**config.mk**
```make
export PLATFORM = sky130hd
export DESIGN_NAME = branch_predictor_unit
export DESIGN_NICKNAME = d
export VERILOG_FILES = /design/src/rtl/branch_predictor_unit.sv
export SDC_FILE = /design/constraint.sdc
export NUM_CORES = 1
export LEC_CHECK = 0
export CELL_PAD_IN_SITES_DETAIL_PLACEMENT = 1
export CELL_PAD_IN_SITES_GLOBAL_PLACEMENT = 1
export CORE_MARGIN = 2
export CORE_UTILIZATION = 50
export CTS_BUF_LIST = sky130_fd_sc_hd__clkbuf_2 sky130_fd_sc_hd__clkbuf_4 sky130_fd_sc_hd__clkbuf_8
export CTS_CLUSTER_DIAMETER = 50
export DETAILED_ROUTE_END_ITERATION = 16
export DONT_BUFFER_PORTS = 1
export PLACE_DENSITY_LB_ADDON = 0.1
export SLEW_MARGIN = 30
export SYNTH_ARGS = -nofsm -noshare
export SYNTH_HDL_FRONTEND = slang
export SYNTH_SLANG_ARGS = --single-unit
```
**constraint.sdc**
```tcl
create_clock -name clk -period 7.85 [get_ports clk]
set_clock_uncertainty 0.15 [all_clocks]
set_input_delay 0.785 -clock clk [delete_from_list [all_inputs] [get_ports clk]]
set_output_delay 0.785 -clock clk [all_outputs]
set_load 0.01 [all_outputs]
```
**src/rtl/branch_predictor_unit.sv**
```systemverilog
// Dynamic branch predictor: PHT of saturating counters indexed bimodally or by gshare,
// with speculative global history, mispredict restore and saturating debug statistics.
module branch_predictor_unit #(
    parameter int ADDR_WIDTH = 16,
    parameter int INDEX_BITS = 4,
    parameter int CTR_BITS   = 2,
    parameter int GHR_BITS   = 4,
    parameter int MODE       = 0,
    parameter int STAT_WIDTH = 16
) (
    input  logic                  clk,
    input  logic                  reset,
    input  logic                  lookup_valid,
    input  logic [ADDR_WIDTH-1:0] lookup_pc,
    output logic                  prediction,
    output logic [INDEX_BITS-1:0] pred_index,
    output logic [CTR_BITS-1:0]   pred_state,
    output logic [GHR_BITS-1:0]   pred_ghr,
    input  logic                  update_valid,
    input  logic [INDEX_BITS-1:0] update_index,
    input  logic                  update_taken,
    input  logic                  update_mispredict,
    input  logic [GHR_BITS-1:0]   update_ghr,
    output logic [STAT_WIDTH-1:0] branch_count,
    output logic [STAT_WIDTH-1:0] miss_count
);

    localparam int unsigned ENTRIES = 2 ** INDEX_BITS;
    localparam logic [CTR_BITS-1:0] CTR_INIT = {1'b0, {(CTR_BITS-1){1'b1}}};

    logic [CTR_BITS-1:0]   r_pht [ENTRIES];
    logic [GHR_BITS-1:0]   r_ghr;
    logic [STAT_WIDTH-1:0] r_branch_count;
    logic [STAT_WIDTH-1:0] r_miss_count;

    logic [INDEX_BITS-1:0] w_ghr_ext;
    logic [INDEX_BITS-1:0] w_lookup_idx;
    logic [CTR_BITS-1:0]   w_lookup_state;
    logic [CTR_BITS-1:0]   w_upd_cur;
    logic [CTR_BITS-1:0]   w_upd_next;
    logic [GHR_BITS-1:0]   w_ghr_next;

    generate
        if (ADDR_WIDTH > INDEX_BITS) begin : g_pc_high
            logic w_unused_pc_high;
            assign w_unused_pc_high = ^lookup_pc[ADDR_WIDTH-1:INDEX_BITS];
        end
    endgenerate

    assign w_ghr_ext = INDEX_BITS'(r_ghr);

    always_comb begin
        w_lookup_idx = lookup_pc[INDEX_BITS-1:0];
        if (MODE == 1) begin
            w_lookup_idx = lookup_pc[INDEX_BITS-1:0] ^ w_ghr_ext;
        end
        w_lookup_state = r_pht[w_lookup_idx];
    end

    assign prediction   = w_lookup_state[CTR_BITS-1];
    assign pred_index   = w_lookup_idx;
    assign pred_state   = w_lookup_state;
    assign pred_ghr     = r_ghr;
    assign branch_count = r_branch_count;
    assign miss_count   = r_miss_count;

    always_comb begin
        w_upd_cur  = r_pht[update_index];
        w_upd_next = w_upd_cur;
        if (update_taken && (w_upd_cur != '1)) begin
            w_upd_next = w_upd_cur + CTR_BITS'(1);
        end else if (!update_taken && (w_upd_cur != '0)) begin
            w_upd_next = w_upd_cur - CTR_BITS'(1);
        end
    end

    // Shift-left-and-insert form also covers a single-bit history register.
    always_comb begin
        w_ghr_next = r_ghr;
        if (MODE != 1) begin
            w_ghr_next = '0;
        end else if (update_valid && update_mispredict) begin
            w_ghr_next = (update_ghr << 1) | GHR_BITS'(update_taken);
        end else if (lookup_valid) begin
            w_ghr_next = (r_ghr << 1) | GHR_BITS'(prediction);
        end
    end

    always_ff @(posedge clk) begin
        if (reset) begin
            for (int unsigned i = 0; i < ENTRIES; i++) begin
                r_pht[i] <= CTR_INIT;
            end
            r_ghr          <= '0;
            r_branch_count <= '0;
            r_miss_count   <= '0;
        end else begin
            if (update_valid) begin
                r_pht[update_index] <= w_upd_next;
                if (r_branch_count != '1) begin
                    r_branch_count <= r_branch_count + STAT_WIDTH'(1);
                end
                if (update_mispredict && (r_miss_count != '1)) begin
                    r_miss_count <= r_miss_count + STAT_WIDTH'(1);
                end
            end
            r_ghr <= w_ghr_next;
        end
    end

endmodule
```
==> results.toml, run 1 <==
[route]
routed_wl_um = 8750
vias_per_cell = 5.98
dr.pass1.iters = 4
vias = 2722
drt_iter0_drc = 74
antenna_left = 0
wl_per_cell_um = 19.2
drc = 0

[placement]
dpl_cell_area_um2 = 3710
hpwl_um = 6120
numPortBuffers = 0
place_congestion = 0.767
place_inst = 439
place_ws_ps = 4220

[global_routing]
grt_max_degree = 51
globalRouteOverflowTotal = 0
grtUsageTotal_pct = 23.0
grt_pass1_wl_um = 14700
antenna_found_initial = 0
grt_pass1_vias = 2863

[worst_setup_path]
crit-reg2reg-launch = "r_pht[11][0]"
crit_fanout = 14
required_ps = 7770
cp-start-kind = "primary input"
arrival_ps = 3160
r2r_setup_slack_ps = 4650
critPathSlowestCell = "mux4_1"
timing.rr.end = "r_pht[4][0]"
path_delay_family = "multiplexers"
crit_chain = "mux4_1 > mux2_2 > o21ai_1 > inv_1 > ha_1 > mux2i_1 > xor2_2 > nand3_1"
endpoint_kind = "register"
crit_buf_inv = 1
crit_type = "primary input to register"
max_stage_delay_ps = 540
reg2regPathDepth = 8

[synthesis]
synth_area_leaders = "edfxtp_1 (26%), dfxtp_1 (17%), mux4_2 (7.2%)"
synth_cell_type_count = 54
synth_top_area_share_pct = 25.8
syn-instance-count = 362
synth_area_um2 = 3730
syn_avg_cell_area_um2 = 10.3
ys_seq_area_share_pct = 43.0
yosys_warnings = 0
ys_seq_elements = 64
synth_largest_area_cell = "edfxtp_1"

[flow_run]
drv_cap = 0

[clock_tree]
clk_pin_slew_ps = 70
cts.sinks = 64
cts_tree = "done"
cts_root_buf = "clkbuf_8"
clk_latency_ps = 350
cts_buffers = 9
post-cts-setup-buffer-count = 0
hold_buffers = 0
clock_path_buffers = 2
h-tree-depth = 3
cts_resized = 0

[timing]
setup_tns_ps = 0
period_needed_ps = 3240
rsz0062_at_grt = "false"
setup_viol_count_final = 0
final_hold_viol_count = 0
finalWorstSetupSlack_ps = 4610
fmax_mhz = 309
layout_worst_path_cycle_share_pct = 41.3
drv_slew = 0
worst_pin_slew_ps = 946
slew-limit-headroom_pct = 36.9
hold_ws_ps = 350

[cells_and_area]
drive_gt1_share_pct = 18.8
finalNonFillerCells = 455
finish.utilization_pct = 54.3
diodes = 0
nFillCells = 831
nets = 385
finalInstanceArea_um2 = 3940
syn_to_final_growth_pct = 5.54

[hold_path]
hold_path_class = "primary input to register"
min_from = "reset"
worstHoldPathCells = 1
min_to = "miss_count[7]"

[power]
p_leak_nw = 1.19
finalPower_mw = 0.734
power_density_nw_per_um2 = 187
ir_drop_mv = 0.124

[outcome]
status = "complete, no violations"

[floorplan]
core-area_um2 = 7250
start_util_pct = 51.4
die_y_um = 90.4
io_pins = 73
row_count = 31
die_w_um = 90.4
dieArea_um2 = 8160
==> synth_stat cells (all sizes together) <==
cell type,number
a31o,2
nor3b,2
xnor2,20
a21oi,8
nand3,20
nand2,31
mux2,9
and4,4
nor2b,2
or3,4
inv,6
ha,4
o22a,1
buf,15
mux2i,3
xor2,2
a31oi,4
nor4b,4
o221ai,2
nand4,13
o311ai,1
o22ai,2
nor4,6
and3,3
nor2,47
o21ai,5
nor3,24
and2,1
o41ai,1
o21bai,2
or2,8
mux4,14
o32ai,1
conb,1
clkbuf,11
edfxtp,32
nand2b,15
dfxtp,32
==> worst register-to-register path: stages, from the launching register on <==
cell,delay (ps)
edfxtp_1,430
mux4_1,520
mux2_2,330
o21ai_1,180
inv_1,60
ha_1,210
mux2i_1,460
xor2_2,430
nand3_1,160
==> registers in the layout, summed over array words and instances, names as in the netlist <==
name and flops:
miss_count 16, branch_count 16, r_pht 32
==> logic make-up (layout without fill, tap and decap cells) <==
| group | after synthesis | count (layout) | synth area share [%] |
|---|---|---|---|
| AOI/OAI and AO/OA | 29 | 29 | 6.61 |
| xor gates and xnor gates | 22 | 22 | 5.57 |
| adders and majority gates | 4 | 4 | 1.34 |
| buffers and inverters | 32 | 23 | 4.80 |
| DFF | 64 | 64 | 43.0 |
| muxes | 26 | 26 | 12.7 |
| other | 1 | 4 | 0.101 |
| and+or+nand+nor | 184 | 184 | 25.9 |
==> worst max-delay path by stage <==
stage | from | end | depth (start not counted) | slack (ps)
after floorplan | update_index[1] | r_pht[12][0] | 11 | 4520
after global placement | update_index[0] | r_pht[12][0] | 8 | 4330
after detailed placement | update_index[0] | r_pht[4][0] | 8 | 4220
after CTS | update_index[0] | r_pht[4][0] | 8 | 4580
after global routing | update_index[0] | r_pht[12][1] | 7 | 4480
final | update_index[0] | r_pht[4][0] | 8 | 4610
==> cells in the final DEF, fill, tap and decap left out, drive strengths merged, types with 3 or more instances in the layout <==
master / Yosys / layout
xnor2: 20 / 20
nor4: 6 / 6
clkbuf: 11 / 10
mux2i: 3 / 3
nor4b: 4 / 4
nand2: 31 / 31
ha: 4 / 4
or2: 8 / 8
o21ai: 5 / 5
and3: 3 / 3
nand3: 20 / 20
nor2: 47 / 47
or3: 4 / 4
a21oi: 8 / 8
conb: 1 / 4
mux4: 14 / 14
nand2b: 15 / 15
mux2: 9 / 9
nand4: 13 / 13
a31oi: 4 / 4
dfxtp: 32 / 32
and4: 4 / 4
edfxtp: 32 / 32
inv: 6 / 6
nor3: 24 / 24
==> area by class of cell <==
class                           count  area, um2  area share [%]
Multi-Input combinational cell    269       1960            49.9
Clock buffer                       10        131            3.34
Sequential cell                    64       1600            40.7
Clock inverter                      6       83.8            2.13
Tap cell                           99        124            3.15
Inverter                            6       22.5           0.572
Timing Repair Buffer                1       7.51           0.191
==> where the power goes <==
group | switching (mW) | internal, mW | leakage [nW]
clock network | 0.133 | 0.181 | 0.103
registers | 0.00610 | 0.356 | 0.536
logic | 0.0330 | 0.0249 | 0.546
==> layer usage <==
metal  share of wire [%]  GRT usage, %  vias to the layer above
met4                 1.6          9.49                        0
met5                   0             0                        -
met2                  52          40.4                       57
met3                 3.8          4.51                       10
met1                  43          27.7                     1358
li1                    -             -                     1297
Note: power is estimated with default switching activity, not from simulation.
==> run 2, diff against run 1 <==
--- a/config.mk
+++ b/config.mk
@@ -8,7 +8,7 @@
 export CELL_PAD_IN_SITES_DETAIL_PLACEMENT = 1
 export CELL_PAD_IN_SITES_GLOBAL_PLACEMENT = 1
 export CORE_MARGIN = 2
-export CORE_UTILIZATION = 50
+export CORE_UTILIZATION = 46
 export CTS_BUF_LIST = sky130_fd_sc_hd__clkbuf_2 sky130_fd_sc_hd__clkbuf_4 sky130_fd_sc_hd__clkbuf_8
 export CTS_CLUSTER_DIAMETER = 50
 export DETAILED_ROUTE_END_ITERATION = 16
==> constraint.sdc (replaced) <==
create_clock -name clk -period 2.8 [get_ports clk]
set_clock_uncertainty 0.15 [all_clocks]
set_input_delay 0.28 -clock clk [delete_from_list [all_inputs] [get_ports clk]]
set_output_delay 0.28 -clock clk [all_outputs]
set_load 0.01 [all_outputs]
==> run 2 against run 1 <==
Critical path depth up 2. Die area up 8.3%. Wire length up 4.9%. Non-clock buffer count up 19. Sequential share of layout area down 2.6 points. Largest cell class unchanged.
==> results.toml, run 2 (synthesized netlist as in run 1, its figures left out) <==
[cells_and_area]
largest_reg_flops = 32
syn_to_final_growth_pct = 12.9
multi_input_area_um2 = 2050
largest-register = "r_pht"
finalInstanceArea_um2 = 4210
mostFrequentLayoutCells = "nor2_1 (37), dfxtp_1 (32), edfxtp_1 (32), nand2_1 (30), nor3_1 (20)"
diodes = 0
nFillCells = 866
drive_gt1_share_pct = 25.9
seqCellArea_um2 = 1600
nets = 404
final_common_cell = "nor2_1"

[worst_setup_path]
crit_chain = "mux4_2 > mux2_4 > o21ai_4 > inv_2 > ha_4 > mux2i_2 > buf_4 > xor2_2 > buf_6 > nand4_1"
required_ps = 2700
arrival_ps = 2680
endpoint_kind = "register"
cp-start-kind = "register"
critPathSlowestCell = "mux4_2"
crit_fanout = 8
max_stage_delay_ps = 510
reg2regPathDepth = 10
crit_type = "register to register"

[route]
vias_per_cell = 5.80
drc = 0
dr.pass1.iters = 4
routed_wl_um = 9180
antenna_left = 0
wl_per_cell_um = 19.2
vias = 2766
drt_iter0_drc = 87

[clock_tree]
clk_pin_slew_ps = 70
cts.sinks = 64
cts_root_buf = "clkbuf_8"
cts_buffers = 9
clk_latency_ps = 330
clock_path_buffers = 2
cts_tree = "done"
h-tree-depth = 3

[power]
p_leak_nw = 1.31
ir_drop_mv = 0.240
power_density_nw_per_um2 = 506

[timing]
slew-limit-headroom_pct = 55.9
final_hold_viol_count = 0
hold_ws_ps = 18.4
rsz0062_at_grt = "true"
fmax_mhz = 359
drv_slew = 0
period_needed_ps = 2790
worst_pin_slew_ps = 659
setup_viol_count_final = 0
layout_worst_path_cycle_share_pct = 99.5

[global_routing]
grt_pass1_wl_um = 15000
antenna_found_initial = 0
grtUsageTotal_pct = 22.3
grt_pass1_vias = 3002
grt_max_degree = 33
globalRouteOverflowTotal = 0

[placement]
dpl_cell_area_um2 = 3800
hpwl_um = 6380
place_congestion = 0.778
numPortBuffers = 0

[hold_path]
worstHoldPathCells = 1
hold_path_class = "primary input to register"

[floorplan]
row_count = 32
die_y_um = 94.0
start_util_pct = 47.8
die_w_um = 94.0
dieArea_um2 = 8840
io_pins = 73
core-area_um2 = 7810

[flow_run]
drv_cap = 0

[outcome]
status = "complete, no violations"
==> run 2: cell types whose count changed in the layout (fill, tap and decap cells not counted), sizes merged <==
cell / previous run / this run
clkbuf: 10 / 12
clkinvlp: 2 / 0
buf: 1 / 16
dlygate4sd3: 0 / 4
==> run 2: what timing repair did <==
action | in CTS | in global routing
endpoints found under the setup margin | 32 | 31
resized for setup | 6 | 20
buffers inserted | 2 | 1
hold buffers | 5 | 0
pin swaps | 1 | 7
endpoints found under the hold margin | 35 | 0
==> run 2: critical path: cells and delay by family, from the launching register on <==
kind                     cells  cell delay [ps]
adder cells (fa/ha/maj)      1              160
XOR/XNOR                     1              150
flip-flops                   1              390
AO/OA/AOI/OAI                1              210
multiplexers                 3              960
buffers and inverters        3              390
AND/OR/NAND/NOR              1               90
==> run 2: cell type report <==
type / count / share of cell area [%]
clock buffers: 12 / 3.48
clock inverters: 4 / 1.63
inverters: 6 / 0.535
multi-input cells: 269 / 48.7
flip-flops and latches: 64 / 38.1
well taps: 102 / 3.03
repair buffers: 20 / 4.55
==> run 2: worst paths after layout <==
kind | from | slack, ps | to
setup / recovery | r_pht[11][0] | 10 | r_pht[13][0]
hold / removal | reset | 20 | r_pht[7][0]
setup reg to reg | r_pht[11][0] | 10 | r_pht[13][0]
hold reg to reg | miss_count[1] | 420 | miss_count[1]
==> run 2: report_power, final <==
group | internal [mW] | total [mW] | switching (mW)
Combinational | 0.111 | 0.235 | 0.124
Clock | 0.528 | 0.884 | 0.356
Sequential | 0.998 | 1.01 | 0.0150
Total | 1.64 | 2.13 | 0.495
==> run 2: per-layer routing <==
layer  part of all wire (%)  vias up  global-route usage [%]
met5                      0        -                       0
met4                    1.6        0                    7.00
met3                    4.8       12                    4.25
met2                     49       77                    38.8
met1                     45     1358                    27.9
li1                       -     1319                       -
==> run 2: stage by stage <==
stage	instances	utilization, %	TNS (ps)	power (mW)	worst slack [ps]
6_report	477	53.9	0	2.13	14.6
5_1_grt	477	53.9	-481	2.21	-62.2
4_1_cts	476	52.6	0	2.13	7.74
3_5_place_dp	453	48.7	-1830	1.22	-101
3_3_place_gp	453	48.7	-119	1.21	-19.2
2_1_floorplan	365	-	0	1.21	42.9
